File: config.mk
export PLATFORM = sky130hd
export DESIGN_NAME = frame_gate
export DESIGN_NICKNAME = d
export VERILOG_FILES = /design/src/rtl/frame_gate_pkg.sv /design/src/rtl/frame_gate.sv
export SDC_FILE = /design/constraint.sdc
export NUM_CORES = 1
export LEC_CHECK = 0
export BUFFER_PORTS_ARGS = -buffer_cell sky130_fd_sc_hd__buf_2
export CAP_MARGIN = 30
export CORE_MARGIN = 8
export CORE_UTILIZATION = 55
export DETAILED_ROUTE_END_ITERATION = 6
export PLACE_DENSITY = 0.79
export REMOVE_ABC_BUFFERS = 1
export SYNTH_ARGS = -nofsm -noshare
export SYNTH_HDL_FRONTEND = slang
export SYNTH_SLANG_ARGS = --single-unit
export TNS_END_PERCENT = 1
File: constraint.sdc
create_clock -name clk -period 4.1 [get_ports clk]
set_clock_uncertainty 0.15 [all_clocks]
set_input_delay 0.205 -clock clk [delete_from_list [all_inputs] [get_ports clk]]
set_output_delay 0.205 -clock clk [all_outputs]
set_load 0.005 [all_outputs]
File: src/rtl/frame_gate_pkg.sv
// Shared types and constants for the frame gate, capture and SDRAM paths.
package frame_gate_pkg;

  // Frame gate FSM encodings
  localparam logic [2:0] ST_IDLE  = 3'd0;
  localparam logic [2:0] ST_SKIP  = 3'd1;
  localparam logic [2:0] ST_ALIGN = 3'd2;
  localparam logic [2:0] ST_PASS  = 3'd3;
  localparam logic [2:0] ST_DRAIN = 3'd4;

  // RGB565 pixel as produced by the capture stage
  typedef struct packed {
    logic [4:0] r;
    logic [5:0] g;
    logic [4:0] b;
  } pixel_t;

  // Expected pixels per frame from the line geometry
  function automatic int unsigned frame_pixels(input int unsigned h_pix,
                                               input int unsigned v_lines);
    return h_pix * v_lines;
  endfunction

endpackage

File: src/rtl/frame_gate.sv
// frame_gate: forwards only whole, aligned frames to the SDRAM write port.
// Drops SKIP_FRAMES frames after enable, truncates long frames, flags short
// ones and counts good frames. Defining FRAME_GATE_STAT_EN adds saturating
// short/long counters and a line_err pulse for eop-terminated frames whose
// length is not a whole number of lines.
module frame_gate
  import frame_gate_pkg::*;
#(
  parameter int unsigned H_PIX       = 1280,
  parameter int unsigned V_LINES     = 720,
  parameter int unsigned SKIP_FRAMES = 10,
  parameter int unsigned CNT_W       = 20
) (
  input  logic        clk,
  input  logic        rst_n,
  input  logic        en,
  input  logic [15:0] din,
  input  logic        din_vld,
  input  logic        din_sop,
  input  logic        din_eop,
  output logic [15:0] dout,
  output logic        dout_vld,
  output logic        dout_sop,
  output logic        dout_eop,
  output logic        err_short,
  output logic        err_long,
`ifdef FRAME_GATE_STAT_EN
  output logic [15:0] short_cnt,
  output logic [15:0] long_cnt,
  output logic        line_err,
`endif
  output logic [15:0] frame_cnt
);

  localparam int unsigned FRAME_PIXELS = frame_pixels(H_PIX, V_LINES);
  localparam int unsigned SKIP_W       = (SKIP_FRAMES < 2) ? 1 : $clog2(SKIP_FRAMES + 1);
  localparam logic [CNT_W-1:0]  LAST_IDX  = CNT_W'(FRAME_PIXELS - 1);
  localparam logic [SKIP_W-1:0] SKIP_LAST = SKIP_W'(SKIP_FRAMES);

  logic [2:0]        state_q, state_d;
  logic [SKIP_W-1:0] skip_cnt_q, skip_cnt_d;
  logic [CNT_W-1:0]  pix_cnt_q, pix_cnt_d;
  pixel_t            dout_q, dout_d;
  logic              dout_vld_q, dout_vld_d;
  logic              dout_sop_q, dout_sop_d;
  logic              dout_eop_q, dout_eop_d;
  logic              err_short_q, err_short_d;
  logic              err_long_q, err_long_d;
  logic [15:0]       frame_cnt_q, frame_cnt_d;

  logic              start_c;
  logic              fwd_c;
  logic              new_frame_c;
  logic [CNT_W-1:0]  idx_c;

`ifdef FRAME_GATE_STAT_EN
  logic [15:0]       short_cnt_q, short_cnt_d;
  logic [15:0]       long_cnt_q, long_cnt_d;
  logic              line_err_q, line_err_d;
  logic              eop_term_c;
  logic [CNT_W-1:0]  eop_len_c;
`endif

  // Next-state, frame bookkeeping and output computation
  always_comb begin
    state_d     = state_q;
    skip_cnt_d  = skip_cnt_q;
    pix_cnt_d   = pix_cnt_q;
    dout_d      = dout_q;
    dout_vld_d  = 1'b0;
    dout_sop_d  = 1'b0;
    dout_eop_d  = 1'b0;
    err_short_d = 1'b0;
    err_long_d  = 1'b0;
    frame_cnt_d = frame_cnt_q;
    fwd_c       = 1'b0;
    new_frame_c = 1'b0;
    idx_c       = '0;
    start_c     = din_vld & din_sop;
`ifdef FRAME_GATE_STAT_EN
    eop_term_c  = 1'b0;
    eop_len_c   = '0;
`endif

    case (state_q)
      ST_IDLE: begin
        if (en) begin
          skip_cnt_d = '0;
          state_d    = (SKIP_FRAMES == 0) ? ST_ALIGN : ST_SKIP;
        end
      end
      ST_SKIP: begin
        if (!en) begin
          state_d = ST_IDLE;
        end else if (start_c) begin
          skip_cnt_d = skip_cnt_q + SKIP_W'(1);
          if (skip_cnt_d == SKIP_LAST) state_d = ST_ALIGN;
        end
      end
      ST_ALIGN: begin
        if (!en) begin
          state_d = ST_IDLE;
        end else if (start_c) begin
          fwd_c       = 1'b1;
          new_frame_c = 1'b1;
        end
      end
      ST_PASS: begin
        if (din_vld) begin
          if (din_sop) begin
            // Previous frame lost its eop
            err_short_d = 1'b1;
            if (en) begin
              fwd_c       = 1'b1;
              new_frame_c = 1'b1;
            end else begin
              state_d = ST_IDLE;
            end
          end else begin
            fwd_c = 1'b1;
          end
        end
      end
      ST_DRAIN: begin
        if (!en) begin
          state_d = ST_IDLE;
        end else if (start_c) begin
          fwd_c       = 1'b1;
          new_frame_c = 1'b1;
        end else if (din_vld && din_eop) begin
          state_d = ST_ALIGN;
        end
      end
      default: state_d = ST_IDLE;
    endcase

    // Shared handling of a forwarded beat, including the frame end rules
    if (fwd_c) begin
      idx_c      = new_frame_c ? '0 : pix_cnt_q;
      pix_cnt_d  = idx_c + CNT_W'(1);
      dout_d     = pixel_t'(din);
      dout_vld_d = 1'b1;
      dout_sop_d = new_frame_c;
      state_d    = ST_PASS;
      if (din_eop) begin
        dout_eop_d = 1'b1;
        if (idx_c == LAST_IDX) frame_cnt_d = frame_cnt_q + 16'd1;
        else                   err_short_d = 1'b1;
        state_d = en ? ST_ALIGN : ST_IDLE;
`ifdef FRAME_GATE_STAT_EN
        eop_term_c = 1'b1;
        eop_len_c  = pix_cnt_d;
`endif
      end else if (idx_c == LAST_IDX) begin
        dout_eop_d = 1'b1;
        err_long_d = 1'b1;
        state_d    = en ? ST_DRAIN : ST_IDLE;
      end
    end
  end

`ifdef FRAME_GATE_STAT_EN
  // Saturating error counters and line-multiple check
  always_comb begin
    short_cnt_d = short_cnt_q;
    long_cnt_d  = long_cnt_q;
    line_err_d  = 1'b0;
    if (err_short_d && (short_cnt_q != 16'hFFFF)) short_cnt_d = short_cnt_q + 16'd1;
    if (err_long_d && (long_cnt_q != 16'hFFFF))   long_cnt_d  = long_cnt_q + 16'd1;
    if (eop_term_c && ((eop_len_c % CNT_W'(H_PIX)) != '0)) line_err_d = 1'b1;
  end

  // Statistics registers
  always_ff @(posedge clk or negedge rst_n) begin
    if (!rst_n) begin
      short_cnt_q <= '0;
      long_cnt_q  <= '0;
      line_err_q  <= 1'b0;
    end else begin
      short_cnt_q <= short_cnt_d;
      long_cnt_q  <= long_cnt_d;
      line_err_q  <= line_err_d;
    end
  end

  assign short_cnt = short_cnt_q;
  assign long_cnt  = long_cnt_q;
  assign line_err  = line_err_q;
`endif

  // State and output registers
  always_ff @(posedge clk or negedge rst_n) begin
    if (!rst_n) begin
      state_q     <= ST_IDLE;
      skip_cnt_q  <= '0;
      pix_cnt_q   <= '0;
      dout_q      <= '0;
      dout_vld_q  <= 1'b0;
      dout_sop_q  <= 1'b0;
      dout_eop_q  <= 1'b0;
      err_short_q <= 1'b0;
      err_long_q  <= 1'b0;
      frame_cnt_q <= '0;
    end else begin
      state_q     <= state_d;
      skip_cnt_q  <= skip_cnt_d;
      pix_cnt_q   <= pix_cnt_d;
      dout_q      <= dout_d;
      dout_vld_q  <= dout_vld_d;
      dout_sop_q  <= dout_sop_d;
      dout_eop_q  <= dout_eop_d;
      err_short_q <= err_short_d;
      err_long_q  <= err_long_d;
      frame_cnt_q <= frame_cnt_d;
    end
  end

  assign dout      = dout_q;
  assign dout_vld  = dout_vld_q;
  assign dout_sop  = dout_sop_q;
  assign dout_eop  = dout_eop_q;
  assign err_short = err_short_q;
  assign err_long  = err_long_q;
  assign frame_cnt = frame_cnt_q;

endmodule

==> results of run 1 <==
-- layer usage --
layer	wire [um]	vias up	part of all wire, %	global-route usage [%]
met5	0	-	0	0
met4	167	0	2.4	7.64
met3	265	17	3.8	5.10
met2	3510	53	50	29.3
met1	3090	1228	44	21.6
li1	-	1244	-	-
-- where the power goes --
part,total (uW),internal (uW),switching (uW)
Clock,442,229,213
Combinational,418,188,230
Sequential,862,755,107
-- synthesized netlist by cell type, types with 3 or more instances --
cell,n
xnor2_1,27
nor4_1,5
nand3_1,7
ha_1,4
o21ai_0,8
nor3_1,10
nand4_1,16
clkbuf_1,7
xor2_1,8
buf_2,3
dfrtp_1,64
a21oi_1,4
nor2_1,24
and3_1,7
nand2_1,86
inv_1,7
and2_1,4
-- through the flow --
stage | power, uW | util (%) | cell area [um2] | setup WS [ns]
floorplan | 1080 | - | 3030 | 0.620
global placement | 1250 | 62.7 | 3430 | 1.03
detailed placement | 1270 | 62.7 | 3430 | 0.932
CTS | 1730 | 68.8 | 3760 | 0.902
global route | 1830 | 68.8 | 3760 | 0.678
finish | 1720 | 68.8 | 3760 | 0.848
-- final cells by class --
class / count / area (um2) / share of cell area (%)
flip-flops and latches: 64 / 1600 / 42.5
multi-input cells: 239 / 1400 / 37.1
repair buffers: 79 / 493 / 13.1
clock buffers: 13 / 149 / 3.95
well taps: 72 / 90.1 / 2.39
inverters: 8 / 30.0 / 0.798
clock inverters: 1 / 5.00 / 0.133
-- flip-flops by register name (all words and copies together), names as in the netlist, 3 cells and up --
| signal | count |
|---|---|
| pix_cnt_q | 20 |
| state_q | 3 |
| dout | 16 |
| skip_cnt_q | 4 |
| frame_cnt | 16 |
-- worst min-delay path: cells and delay by family --
family,cells,cell delay [ns]
buffers and inverters,1,0.17
AND/OR/NAND/NOR,1,0.08
AO/OA/AOI/OAI,1,0.05
-- kinds of logic after synthesis --
logic type | Yosys count | synth area share (%)
buffers and inverters | 20 | 2.92
AOI/OAI and AO/OA | 27 | 6.20
xor gates and xnor gates | 35 | 9.93
adders and majority gates | 4 | 1.62
muxes | 1 | 0.365
DFF | 64 | 51.9
and+or+nand+nor | 172 | 27.1
-- worst paths after layout --
path                                      startpoint                        end  slack (ns)  cells past startpoint
setup / recovery              state_q[2]$_DFFE_PN0P_   frame_cnt[1]$_DFFE_PN0P_        0.85                      8
hold / removal                                    en     state_q[1]$_DFFE_PN0P_        0.07                      3
setup reg to reg              state_q[2]$_DFFE_PN0P_   frame_cnt[1]$_DFFE_PN0P_        0.85                      8
hold reg to reg            frame_cnt[15]$_DFFE_PN0P_  frame_cnt[15]$_DFFE_PN0P_        0.32                      1
max in group asynchronous                      rst_n   pix_cnt_q[2]$_DFFE_PN0P_        2.62                      3
min in group asynchronous                      rst_n  pix_cnt_q[19]$_DFFE_PN0P_        0.30                      2
-- repair_timing --
item                                    CTS  global route
hold buffers                             18             0
endpoints found under the setup margin    0             0
hold endpoints to repair                 47             0
==> metrics.md, run 1 <==
| Metric | Value |
|---|---|
| Top_reg_cell synth | dfrtp_1 |
| Largest net degree at the start of global routing | 35 |
| Share of layout cells above drive strength 1 | 20.0% |
| Seq/Total Area, Yosys | 51.9% |
| Slowest cell delay on critical path | 0.63 ns |
| Core area | 0.00547 mm2 |
| Root Buffer | clkbuf_8 |
| Initial antenna violation count | 0 |
| DRC | 0 |
| # clock sinks | 64 |
| Drt total wl | 7.04 mm |
| Global-route wire length before repair | 12.1 mm |
| Most common cell after layout, fill and taps aside | nand2_1 |
| Post-synth top area share | 51.9% |
| Num ports | 59 |
| DR WL/cell | 14.8 um |
| Htree depth | 3 |
| Max_slew headroom | 53.4% |
| Cell area after synthesis | 0.00309 mm2 |
| CP Capture Type | flop |
| Initial drt markers | 175 |
| Period Utilization, post-route | 79.3% |
| Worst IR drop on VDD | 313 uV |
| Starting density of the core | 56.4% |
| Vias in the first global route | 2534 |
| Fraction of registers with async set/reset | 100% |
| Slowest CP cell | nor4_1 |
| Grt ovf | 0 |
| CTS tree | done |
| Commonest cells after routing, fill and taps aside | nand2_1 (86), dfrtp_1 (64), buf_2 (58) |
| Synth area leaders | dfrtp_1 (52%), nand2_1 (10%), xnor2_1 (7.7%) |
| Outcome | finished, final reports clean |
| Non-Filler Instances | 476 |
| Worst-skew pair later-pin latency | 0.34 ns |
| Slew @ Worst Pin | 0.699 ns |
| Final setup violation count | 0 |
| Max-cap violations | 0 |
| Die height | 90.9 um |
| Die ar. | 0.00827 mm2 |
| CP bufs+invs | 0 |
| WP data required | 4.17 ns |
| Hold WC Path Type | primary input to flop |
| Fmax | 307 MHz |
| Antenna diode count | 0 |
| Largest area contributor in the netlist | dfrtp_1 |
| RSZ-0062 raised after global routing | false |
| Num CTS Buffers | 9 |
| Crit-path leading delay family | simple AND/OR/NAND/NOR gates |
| Row cnt | 27 |
| DRT Pass-1 Iters | 4 |
| CP Cell Sequence | nor3b_4 -> o211ai_4 -> and2_1 -> ha_1 -> nand4_1 -> nor4_1 -> nor2b_1 -> mux2_2 |
| Vias per cell | 5.34 |
| Die X | 90.9 um |
| Post-cts gate resize count | 0 |
| DR vias | 2542 |
| Total negative slack | 0 ns |
| Cells after Synth | 323 |
| Static leakage | 0.00184 uW |
| Critical path data arrival time | 3.32 ns |
| Pwr dens | 457 mW/mm2 |
| Final Hold Fails | 0 |
| Placed cell count | 444 |
| Final Max Tran Viols | 0 |
| Nets | 427 |
| Type of origin of the critical path | flop |
| FF+latch count, synth | 64 |
| Final ANT Viol Nets | 0 |
| Total number of yosys warnings | 0 |
| Crit path time final | 3.25 ns |
| CTS max path bufs | 2 |
| Kind of critical path | flop to flop |
| Fillers | 435 |
| Post-DP HPWL | 4.87 mm |
| Crit Path Max Fanout | 8 |
| Register clock-pin slew on the reported worst setup and hold paths | 0.06 ns |
| Mean Syn Cell Area | 9.56 um2 |
| I/O Buffers | 58 |
| Area Overhead vs Synth | 21.9% |
| Total global-route track usage | 17.9% |
| Setup Fix Bufs, Post-CTS | 0 |
| Synth unique cells | 43 |
| WHS | 0.0725 ns |
| Final Wtd Congestion | 0.869 |
| Post-synth EDFFs | 0 |
Power figures use the tool's default switching activity.
==> inputs of run 2 (changes only) <==
clock period = 3.3 ns   (was 4.1 ns; I/O delays follow)
==> metrics.md, run 2 (synthesized netlist as in run 1, its figures left out) <==
| Metric | Value |
|---|---|
| Total global-route track usage | 19.0% |
| Die ar. | 0.00827 mm2 |
| CP Cell Sequence | nor3b_4 -> o211ai_4 -> and2_1 -> ha_1 -> nand4_1 -> or4_4 -> nor3_4 -> nand4_1 -> xnor2_1 |
| I/O Buffers | 58 |
| Final Hold Fails | 0 |
| Starting density of the core | 56.4% |
| Antenna diode count | 0 |
| Kind of critical path | flop to flop |
| Row cnt | 27 |
| Final worst slack | 0.331 ns |
| Placed inst area | 0.00345 mm2 |
| Cell with the most instances on the worst path | nand4_1 |
| Most common cell after layout, fill and taps aside | nand2_1 |
| Reg2reg end | frame_cnt[14]$_DFFE_PN0P_ |
| Pre-CTS setup slack | 0.346 ns |
| CP bufs+invs | 0 |
| Post-DP HPWL | 4.92 mm |
| Num CTS Buffers | 9 |
| Nets | 429 |
| Root Buffer | clkbuf_8 |
| Worst IR drop on VDD | 440 uV |
| CTS tree | done |
| Slowest CP cell | dfrtp_1 |
| Die height | 90.9 um |
| DRC | 0 |
| Pwr dens | 597 mW/mm2 |
| Slew @ Worst Pin | 0.888 ns |
| Drt total wl | 7.37 mm |
| CP Capture Type | flop |
| Crit path launch | state_q[0]$_DFFE_PN0P_ |
| Share of layout cells above drive strength 1 | 21.8% |
| DR vias | 2560 |
| Core area | 0.00547 mm2 |
| Type of origin of the critical path | flop |
| Initial drt markers | 185 |
| Htree depth | 3 |
| Final setup violation count | 0 |
| Max-cap violations | 0 |
| Initial antenna violation count | 0 |
| Outcome | finished, final reports clean |
| DR WL/cell | 15.4 um |
| Vias in the first global route | 2629 |
| Storage cell area | 0.00160 mm2 |
| Num ports | 59 |
| Max FFs per register | 20 |
| Reg2Reg Setup Slack | 0.33 ns |
| Worst Setup EP | frame_cnt[14]$_DFFE_PN0P_ |
| # clock sinks | 64 |
| Area Overhead vs Synth | 24.2% |
| Final Max Tran Viols | 0 |
| Worst path depth | 9 |
| Worst r2r src | state_q[0]$_DFFE_PN0P_ |
| DRT Pass-1 Iters | 5 |
| Fmax | 337 MHz |
| R2r worst-path depth | 9 |
| WP data required | 3.39 ns |
| Largest net degree at the start of global routing | 41 |
| Static leakage | 0.00186 uW |
| Crit path time final | 2.97 ns |
| Period Utilization, post-route | 90.0% |
| CTS max path bufs | 2 |
| Final Wtd Congestion | 0.882 |
| Commonest cells after routing, fill and taps aside | nand2_1 (86), dfrtp_1 (64), buf_2 (58) |
| Fin area | 0.00384 mm2 |
| Register clock-pin slew on the reported worst setup and hold paths | 0.08 ns |
| Crit-path leading delay family | simple AND/OR/NAND/NOR gates |
| Hold WC Path Type | primary input to flop |
| Global-route wire length before repair | 12.8 mm |
| Final Core Density | 70.1% |
| Fillers | 411 |
| Total negative slack | 0 ns |
| Largest Register | pix_cnt_q |
| Crit Path Max Fanout | 11 |
| Grt ovf | 0 |
| RSZ-0062 raised after global routing | false |
| Worst-skew pair later-pin latency | 0.35 ns |
| Die X | 90.9 um |
| Area of the multi-input gates | 0.00140 mm2 |
| Max_slew headroom | 40.8% |
| Setup Fix Bufs, Post-CTS | 0 |
| Vias per cell | 5.33 |
| Slowest cell delay on critical path | 0.60 ns |
| Critical path data arrival time | 3.06 ns |
| Final ANT Viol Nets | 0 |
[run 2: metal layers]
metal  part of all wire, %  wire length, um  track usage [%]  vias to the layer above
li1                      -                -                -                     1253
met2                    52             3800             31.6                       66
met3                   4.1              305             5.19                       15
met4                   2.1              153             8.87                        0
met5                     0                0                0                        -
met1                    42             3110             22.4                     1226
[run 2: worst register-to-register path, stage by stage, from the launching register on]
cell and delay (ns):
dfrtp_1 0.60, nor3b_4 0.11, o211ai_4 0.19, and2_1 0.17, ha_1 0.20, nand4_1 0.20, or4_4 0.58, nor3_4 0.33
nand4_1 0.16, xnor2_1 0.16
[run 2: worst min-delay path by stage]
stage | from | endpoint | slack, ns | cells past startpoint
after floorplan | rst_n | dout[0]$_DFFE_PN0P_ | -0.28 | 0
after global placement | rst_n | pix_cnt_q[13]$_DFFE_PN0P_ | 0.18 | 1
after detailed placement | rst_n | pix_cnt_q[13]$_DFFE_PN0P_ | 0.18 | 1
after CTS | en | state_q[1]$_DFFE_PN0P_ | 0.006 | 3
after global routing | en | state_q[1]$_DFFE_PN0P_ | 0.03 | 3
final | en | state_q[1]$_DFFE_PN0P_ | 0.02 | 3
[run 2: what timing repair did]
action | in CTS | in global routing
endpoints found under the hold margin | 57 | 0
endpoints found under the setup margin | 0 | 3
resized for setup | 0 | 1
hold buffers | 18 | 0
[run 2: final cells by class]
type	instances	share of cell area, %
multi-input cells	239	36.6
inverters	8	0.783
flip-flops and latches	64	41.7
well taps	72	2.35
clock buffers	9	3.23
repair buffers	81	13.2
clock inverters	7	2.09
[run 2: where the power goes]
part | leakage [uW] | switching [uW] | internal [uW]
sequential | 0.000862 | 139 | 937
combinational | 0.000906 | 293 | 234
clock | 0.0000964 | 331 | 356
[run 2: stage by stage]
| stage | cells | total power [uW] | hold WS (ns) |
|---|---|---|---|
| final | 480 | 2290 | 0.0198 |
| after detailed placement | 446 | 1580 | 0.184 |
| after global placement | 446 | 1550 | 0.183 |
| after global routing | 480 | 2430 | 0.0339 |
| after CTS | 480 | 2290 | 0.00630 |
| after floorplan | 311 | 1340 | -0.281 |
